`src/rtl/mult_arb_pkg.sv`:
```
// Shared definitions for the multiplier-sharing arbiter: FSM state encoding.
package mult_arb_pkg;

    localparam logic [1:0] IDLE  = 2'd0;
    localparam logic [1:0] ISSUE = 2'd1;
    localparam logic [1:0] WAIT  = 2'd2;
    localparam logic [1:0] RESP  = 2'd3;

    typedef enum logic [1:0] {
        StIdle  = IDLE,
        StIssue = ISSUE,
        StWait  = WAIT,
        StResp  = RESP
    } state_e;

endpackage

```
`src/rtl/rr_arbiter.sv`:
```
// Combinational round-robin picker: grants the first requester at or after ptr_i, wrapping.
module rr_arbiter #(
    parameter int unsigned R    = 4,
    parameter int unsigned ID_W = $clog2(R)
) (
    input  logic [R-1:0]    req_i,
    input  logic [ID_W-1:0] ptr_i,
    output logic [R-1:0]    gnt_o,
    output logic [ID_W-1:0] idx_o
);

    // Scan R positions starting at the pointer; first set request wins.
    always_comb begin
        int unsigned     cand;
        logic [ID_W-1:0] cidx;
        logic            found;
        gnt_o = '0;
        idx_o = '0;
        found = 1'b0;
        for (int unsigned i = 0; i < R; i++) begin
            cand = 32'(ptr_i) + i;
            if (cand >= R) cand = cand - R;
            cidx = ID_W'(cand);
            if (!found && req_i[cidx]) begin
                found       = 1'b1;
                gnt_o[cidx] = 1'b1;
                idx_o       = cidx;
            end
        end
    end

endmodule

```
`src/rtl/mult_share_arbiter.sv`:
```
// Shares one sequential multiplier between R requesters with round-robin arbitration.
// One transaction in flight; the product returns tagged with the owning requester ID.
// Optional: MULT_SHARE_ZERO_BYPASS_EN answers zero-operand requests without the multiplier.
module mult_share_arbiter
    import mult_arb_pkg::*;
#(
    parameter int unsigned N    = 8,
    parameter int unsigned R    = 4,
    parameter int unsigned ID_W = $clog2(R)
) (
    input  logic              i_clk,
    input  logic              i_rst_n,
    input  logic [R-1:0]      i_req_valid,
    output logic [R-1:0]      o_req_ready,
    input  logic [R*N-1:0]    i_req_a,
    input  logic [R*N-1:0]    i_req_b,
    output logic              o_rsp_valid,
    input  logic              i_rsp_ready,
    output logic [2*N-1:0]    o_rsp_data,
    output logic [ID_W-1:0]   o_rsp_id,
    output logic              o_mul_start,
    output logic [N-1:0]      o_mul_multiplier,
    output logic [N-1:0]      o_mul_multiplicand,
    input  logic [2*N-1:0]    i_mul_result,
    input  logic              i_mul_finish
);

    state_e            state_q, state_d;
    logic [ID_W-1:0]   ptr_q, ptr_d;
    logic [ID_W-1:0]   id_q, id_d;
    logic [N-1:0]      a_q, a_d;
    logic [N-1:0]      b_q, b_d;
    logic [2*N-1:0]    data_q, data_d;

    logic [R-1:0]      gnt;
    logic [ID_W-1:0]   gnt_idx;
    logic [N-1:0]      sel_a, sel_b;

    rr_arbiter #(
        .R    (R),
        .ID_W (ID_W)
    ) u_rr_arbiter (
        .req_i (i_req_valid),
        .ptr_i (ptr_q),
        .gnt_o (gnt),
        .idx_o (gnt_idx)
    );

    // One-hot operand mux driven by the grant.
    always_comb begin
        sel_a = '0;
        sel_b = '0;
        for (int unsigned k = 0; k < R; k++) begin
            if (gnt[k]) begin
                sel_a = i_req_a[k*N +: N];
                sel_b = i_req_b[k*N +: N];
            end
        end
    end

`ifdef MULT_SHARE_ZERO_BYPASS_EN
    logic zero_op;
    assign zero_op = (sel_a == '0) || (sel_b == '0);
`endif

    // Next-state, register updates and handshake outputs.
    always_comb begin
        state_d     = state_q;
        ptr_d       = ptr_q;
        id_d        = id_q;
        a_d         = a_q;
        b_d         = b_q;
        data_d      = data_q;
        o_req_ready = '0;
        o_mul_start = 1'b0;
        o_rsp_valid = 1'b0;
        unique case (state_q)
            StIdle: begin
                if (|i_req_valid) begin
                    o_req_ready = gnt;
                    a_d         = sel_a;
                    b_d         = sel_b;
                    id_d        = gnt_idx;
                    state_d     = StIssue;
`ifdef MULT_SHARE_ZERO_BYPASS_EN
                    if (zero_op) begin
                        data_d  = '0;
                        state_d = StResp;
                    end
`endif
                end
            end
            StIssue: begin
                o_mul_start = 1'b1;
                state_d     = StWait;
            end
            StWait: begin
                if (i_mul_finish) begin
                    data_d  = i_mul_result;
                    state_d = StResp;
                end
            end
            StResp: begin
                o_rsp_valid = 1'b1;
                if (i_rsp_ready) begin
                    ptr_d   = (id_q == ID_W'(R - 1)) ? '0 : id_q + 1'b1;
                    state_d = StIdle;
                end
            end
            default: state_d = StIdle;
        endcase
    end

    // State, pointer and datapath registers; reset drops any in-flight transaction.
    always_ff @(posedge i_clk or negedge i_rst_n) begin
        if (!i_rst_n) begin
            state_q <= StIdle;
            ptr_q   <= '0;
            id_q    <= '0;
            a_q     <= '0;
            b_q     <= '0;
            data_q  <= '0;
        end else begin
            state_q <= state_d;
            ptr_q   <= ptr_d;
            id_q    <= id_d;
            a_q     <= a_d;
            b_q     <= b_d;
            data_q  <= data_d;
        end
    end

    assign o_rsp_data         = data_q;
    assign o_rsp_id           = id_q;
    assign o_mul_multiplier   = a_q;
    assign o_mul_multiplicand = b_q;

endmodule

```
`config.mk`:
```
export PLATFORM = sky130hd
export DESIGN_NAME = mult_share_arbiter
export DESIGN_NICKNAME = d
export VERILOG_FILES = /design/src/rtl/mult_arb_pkg.sv /design/src/rtl/rr_arbiter.sv /design/src/rtl/mult_share_arbiter.sv
export SDC_FILE = /design/constraint.sdc
export NUM_CORES = 1
export LEC_CHECK = 0
export ABC_AREA = 1
export BUFFER_PORTS_ARGS = -buffer_cell sky130_fd_sc_hd__buf_2
export CAP_MARGIN = 20
export CORE_UTILIZATION = 43
export DETAILED_ROUTE_END_ITERATION = 16
export GPL_ROUTABILITY_DRIVEN = 0
export MAX_ROUTING_LAYER = met4
export PLACE_DENSITY = 0.84
export SLEW_MARGIN = 5
export SYNTH_ARGS = -nofsm -noshare
export SYNTH_HDL_FRONTEND = slang
export SYNTH_SLANG_ARGS = --single-unit
export TNS_END_PERCENT = 50
```
`constraint.sdc`:
```
create_clock -name i_clk -period 2.1 [get_ports i_clk]
set_input_delay 0.21 -clock i_clk [delete_from_list [all_inputs] [get_ports i_clk]]
set_output_delay 0.21 -clock i_clk [all_outputs]
set_load 0.1 [all_outputs]
```
==> flow_metrics.env, run 1 <==
export IMPL_syn_nets=455
export IMPL_vias=2958
export IMPL_drc=0
export IMPL_coreArea_sq_um=6060
export IMPL_drtIter0Drc=157
export IMPL_place_hpwl_mm=5.90
export IMPL_mostFrequentLayoutCell="buf_2"
export IMPL_required_ns=1.89
export IMPL_rows=28
export IMPL_synth_cell_types=32
export IMPL_crit_arrival_ns=2.04
export IMPL_hold_class="in2async"
export IMPL_slew_violations=0
export IMPL_overflow=0
export IMPL_root_buffer="clkbuf_8"
export IMPL_cts_hold_buf=0
export IMPL_rsz0062_at_grt="yes"
export IMPL_ys_dominant_reg_cell="dfrtp_1"
export IMPL_critPathMaxFanout=6
export IMPL_clk_latency_ns=0.29
export IMPL_min_period_ns=2.25
export IMPL_initial_utilization_pct=45.7
export IMPL_setup_violations=18
export IMPL_rr_worst_depth=15
export IMPL_grt_pass1_vias=2659
export IMPL_fillCellCount=481
export IMPL_clkTransAtPathRegs_ns=0.08
export IMPL_worst_slew_pin_slew_ns=0.855
export IMPL_antenna_found_initial=0
export IMPL_diodes=0
export IMPL_worst_r2r_setup_slack_ns=-0.06
export IMPL_seq_area_frac_synth_pct=34.3
export IMPL_h_tree_depth=2
export IMPL_synth_edf_count=0
export IMPL_async_flop_share_pct=100
export IMPL_via_per_inst=5.11
export IMPL_timing_rr_start="ptr_q[0]"
export IMPL_cts_buffers=5
export IMPL_die_w_um=82.3
export IMPL_area_delta_synth_final_pct=43.7
export IMPL_setup_ws_ns=-0.151
export IMPL_io_buffers=127
export IMPL_grt_usage_pct=24.0
export IMPL_dieHeight_um=82.3
export IMPL_avgSynthCellArea_sq_um=7.80
export IMPL_layout_common_cells="buf_2, nand2_1, inv_1, dfrtp_1, nand3_1"
export IMPL_clock_skew_ns=0.00859
export IMPL_hold_viol=0
export IMPL_grt_pass1_wl_mm=12.1
export IMPL_routed_wl_mm=8.01
export IMPL_yosysWarnings=0
export IMPL_critPathCaptureType="output pin"
export IMPL_wl_per_cell_um=13.8
export IMPL_reg2reg_to="o_mul_multiplicand[0]"
export IMPL_ys_ff_latch=38
export IMPL_drtPass1Iterations=5
export IMPL_worstSetupStartpoint="ptr_q[0]"
export IMPL_dieArea_sq_um=6770
export IMPL_max_cap_viol_count=0
export IMPL_final_core_util_pct=65.7
export IMPL_final_antenna_net_count=0
export IMPL_grt_max_degree=39
export IMPL_drive_gt1_share_pct=50.8
export IMPL_min_period_over_period_pct=107
export IMPL_clockBufferDepth=2
export IMPL_outcome="finished with violations"
export IMPL_path_class="reg2out"
export IMPL_cts_tree="done"
export IMPL_nets=603
export IMPL_slew_headroom_pct=43.0
export IMPL_critPathLaunchType="flip-flop"
export IMPL_syn_inst=355
export IMPL_io_pins=128
export IMPL_violations="negative setup slack"
export IMPL_timing_fmax_mhz=444
export IMPL_clock_sinks=38
export IMPL_synth_area_sq_um=2770
==> worst max-delay path by stage <==
stage / depth (start not counted) / to / slack [ns]
floorplan: 13 / o_req_ready[3] / -0.13
global placement: 11 / o_req_ready[2] / 0.08
detailed placement: 13 / o_mul_multiplicand[0] / 0.02
CTS: 13 / o_req_ready[3] / -0.11
global route: 12 / o_req_ready[1] / -0.24
finish: 12 / o_req_ready[1] / -0.15
==> Yosys cell counts (2+ instances only) <==
library cell / count / area, sq um
a21oi_1: 30 / 150
a21oi_2: 10 / 87.6
buf_2: 3 / 15.0
buf_4: 3 / 22.5
buf_6: 3 / 33.8
clkbuf_1: 2 / 7.51
dfrtp_1: 38 / 951
ha_1: 12 / 150
inv_1: 47 / 176
inv_2: 4 / 15.0
mux2_2: 16 / 180
nand2_1: 111 / 417
nand2_2: 6 / 37.5
nand2_4: 4 / 45.0
nand3_1: 29 / 145
nand3_2: 12 / 120
nand3_4: 3 / 52.6
nand4_1: 3 / 18.8
nor2_1: 3 / 11.3
nor2_4: 2 / 22.5
o21ai_0: 2 / 10.0
o221ai_1: 2 / 17.5
==> metrics by stage <==
stage / hold slack (ns) / instances / setup WS (ns) / TNS, ns / cell area, sq um
2_1_floorplan: -0.0856 / 355 / -0.132 / -0.416 / 2840
3_3_place_gp: 0.346 / 557 / 0.0762 / 0 / 3630
3_5_place_dp: 0.365 / 557 / 0.0181 / 0 / 3630
4_1_cts: 0.0507 / 577 / -0.107 / -0.394 / 3910
5_1_grt: 0.0891 / 579 / -0.238 / -2.97 / 3980
6_report: 0.0240 / 579 / -0.151 / -0.831 / 3980
==> worst max-delay path, stage by stage, from the launching register on <==
cell        delay (ns)
dfrtp_2           0.43
inv_4             0.09
ha_4              0.22
inv_4             0.08
nand3_2           0.07
nand2_2           0.11
nor2_4            0.07
buf_6             0.12
a21oi_4           0.13
nand3_4           0.09
nand2_4           0.08
clkinvlp_4        0.09
buf_12            0.17
==> sequential cells by signal, summed over array words and instances (netlist names) <==
signal / cells
o_rsp_id: 2
ptr_q: 2
o_mul_multiplicand: 8
o_mul_multiplier: 8
state_q: 2
o_rsp_data: 16
==> cell type report <==
| cell class | instances | area [sq um] | area share (%) |
|---|---|---|---|
| repair buffers | 152 | 895 | 22.5 |
| well taps | 75 | 93.8 | 2.36 |
| inverters | 52 | 220 | 5.53 |
| clock buffers | 6 | 82.6 | 2.07 |
| clock inverters | 2 | 60.1 | 1.51 |
| flip-flops and latches | 38 | 953 | 24.0 |
| multi-input cells | 254 | 1680 | 42.1 |
==> repair_timing <==
| action | CTS | global route |
|---|---|---|
| cloned | 1 | 0 |
| buffers inserted | 11 | 2 |
| pin swaps | 13 | 9 |
| setup endpoints to repair | 5 | 20 |
| gates resized for setup | 12 | 18 |
==> logic make-up after synthesis <==
family / after synthesis / synth area share, %
buf+inv: 64 / 10.0
fa+ha+maj: 12 / 5.42
compound gates: 48 / 11.0
simple gates: 177 / 32.7
mux: 16 / 6.50
flops: 38 / 34.3
==> layer usage <==
| layer | GRT usage, % | up-vias | share of wire (%) |
|---|---|---|---|
| met5 | - | - | 0 |
| met3 | 4.07 | 14 | 6.9 |
| met1 | 29.2 | 1344 | 40 |
| met4 | 7.89 | 0 | 2.1 |
| li1 | - | 1433 | - |
| met2 | 40.3 | 167 | 51 |
Power of run 1 is left out: the tool's default activity adds up to more than one toggle a clock period on the data nets, which glitch-free logic cannot reach.
==> inputs of run 2 (changes only) <==
--- a/config.mk
+++ b/config.mk
@@ -13,6 +13,7 @@
 export GPL_ROUTABILITY_DRIVEN = 0
 export MAX_ROUTING_LAYER = met4
 export PLACE_DENSITY = 0.84
+export SKIP_CTS_REPAIR_TIMING = 1
 export SLEW_MARGIN = 5
 export SYNTH_ARGS = -nofsm -noshare
 export SYNTH_HDL_FRONTEND = slang
==> run 2 against run 1 <==
The run still ends with negative setup slack left. Cell count shrank 1.7%. Critical path depth down 1. Clock skew shrank 0.0013 ns. Die area did not move. Utilization shrank 2.6 points. Worst setup slack got worse by 0.10 ns. Largest cell class unchanged. Highest routed layer unchanged. Flip-flop and latch count is the same. Wire length down 5.7%. Register-to-register slack got worse by 0.02 ns. Clock-buffer cell count unchanged. Via count decreased by 4.6%. Worst hold slack lost 0.0019 ns.
==> flow_metrics.env, run 2 (synthesis gave the netlist of run 1 again) <==
export IMPL_io_pins=128
export IMPL_cts_tree="done"
export IMPL_grt_usage_pct=22.3
export IMPL_slew_headroom_pct=43.9
export IMPL_routed_wl_mm=7.55
export IMPL_coreArea_sq_um=6060
export IMPL_worst_r2r_setup_slack_ns=-0.08
export IMPL_outcome="finished with violations"
export IMPL_mostFrequentLayoutCell="buf_2"
export IMPL_reg2reg_to="o_mul_multiplicand[0]"
export IMPL_via_per_inst=4.96
export IMPL_layout_common_cells="buf_2, nand2_1, inv_1, dfrtp_1, a21oi_1"
export IMPL_hold_class="in2async"
export IMPL_drtPass1Iterations=5
export IMPL_h_tree_depth=2
export IMPL_required_ns=1.89
export IMPL_min_period_over_period_pct=112
export IMPL_antenna_found_initial=0
export IMPL_vias=2823
export IMPL_rsz0062_at_grt="yes"
export IMPL_clock_skew_ns=0.00731
export IMPL_violations="negative setup slack"
export IMPL_worstPathCellList="inv_6 -> ha_4 -> inv_4 -> nand2_2 -> nand2_4 -> nor2_8 -> nand4_1 -> nand3_4 -> nand2_2 -> clkinvlp_4 -> buf_12"
export IMPL_drtIter0Drc=160
export IMPL_crit_top_cell="nand2_2"
export IMPL_setup_violations=17
export IMPL_crit_arrival_ns=2.14
export IMPL_rr_worst_depth=14
export IMPL_critPathLaunchType="flip-flop"
export IMPL_slew_violations=0
export IMPL_max_stage_delay_ns=0.45
export IMPL_grt_pass1_wl_mm=11.3
export IMPL_grt_max_degree=39
export IMPL_worst_slew_pin_slew_ns=0.841
export IMPL_drive_gt1_share_pct=46.2
export IMPL_root_buffer="clkbuf_8"
export IMPL_wl_per_cell_um=13.3
export IMPL_rows=28
export IMPL_place_ws_ns=0.0181
export IMPL_die_w_um=82.3
export IMPL_drc=0
export IMPL_nets=593
export IMPL_dieArea_sq_um=6770
export IMPL_initial_utilization_pct=45.7
export IMPL_max_cap_viol_count=0
export IMPL_cts_buffers=5
export IMPL_place_hpwl_mm=5.90
export IMPL_min_period_ns=2.35
export IMPL_diodes=0
export IMPL_critPathMaxFanout=9
export IMPL_timing_rr_start="ptr_q[0]"
export IMPL_hold_viol=0
export IMPL_cpMaxStageDelayCell="dfrtp_2"
export IMPL_timing_fmax_mhz=425
export IMPL_overflow=0
export IMPL_io_buffers=127
export IMPL_critPathCaptureType="output pin"
export IMPL_clock_sinks=38
export IMPL_final_antenna_net_count=0
export IMPL_clk_latency_ns=0.29
export IMPL_crit_family="simple AND/OR/NAND/NOR gates"
export IMPL_grt_pass1_vias=2474
export IMPL_finalSetupTns_ns=-1.21
export IMPL_clkTransAtPathRegs_ns=0.08
export IMPL_largest_reg_flops=16
export IMPL_worst_path_buf_inv=4
export IMPL_dieHeight_um=82.3
export IMPL_setup_ws_ns=-0.252
export IMPL_clockBufferDepth=2
export IMPL_whs_ns=0.0221
export IMPL_area_delta_synth_final_pct=38.1
export IMPL_path_class="reg2out"
[run 2: cell type report]
class	instances	area, sq um
clock buffers	6	82.6
clock inverters	2	60.1
fillers	509	2240
inverters	52	220
multi-input cells	254	1610
flip-flops and latches	38	953
well taps	75	93.8
repair buffers	142	808
[run 2: how the worst max path moves through the flow]
stage	endpoint	slack [ns]	depth (start not counted)	start
floorplan	o_req_ready[3]	-0.13	13	ptr_q[1]
global placement	o_req_ready[2]	0.08	11	ptr_q[0]
detailed placement	o_mul_multiplicand[0]	0.02	13	ptr_q[0]
CTS	o_req_ready[2]	-0.29	11	ptr_q[0]
global route	o_req_ready[1]	-0.36	11	ptr_q[0]
finish	o_req_ready[1]	-0.25	11	ptr_q[0]
[run 2: layer usage]
metal  vias to the layer above  global-route usage (%)  part of all wire (%)
li1                       1411                       -                     -
met1                      1272                    29.1                    42
met2                       130                    36.5                    50
met3                        10                    3.30                   6.6
met4                         0                    5.26                   1.7
met5                         -                       -                     0
[run 2: through the flow]
stage / cells / util, % / cell area [sq um]
2_1_floorplan: 355 / - / 2840
3_3_place_gp: 557 / 59.8 / 3630
3_5_place_dp: 557 / 59.8 / 3630
4_1_cts: 565 / 62.2 / 3770
5_1_grt: 569 / 63.1 / 3820
6_report: 569 / 63.1 / 3820
Power of run 2 is left out for the same reason.
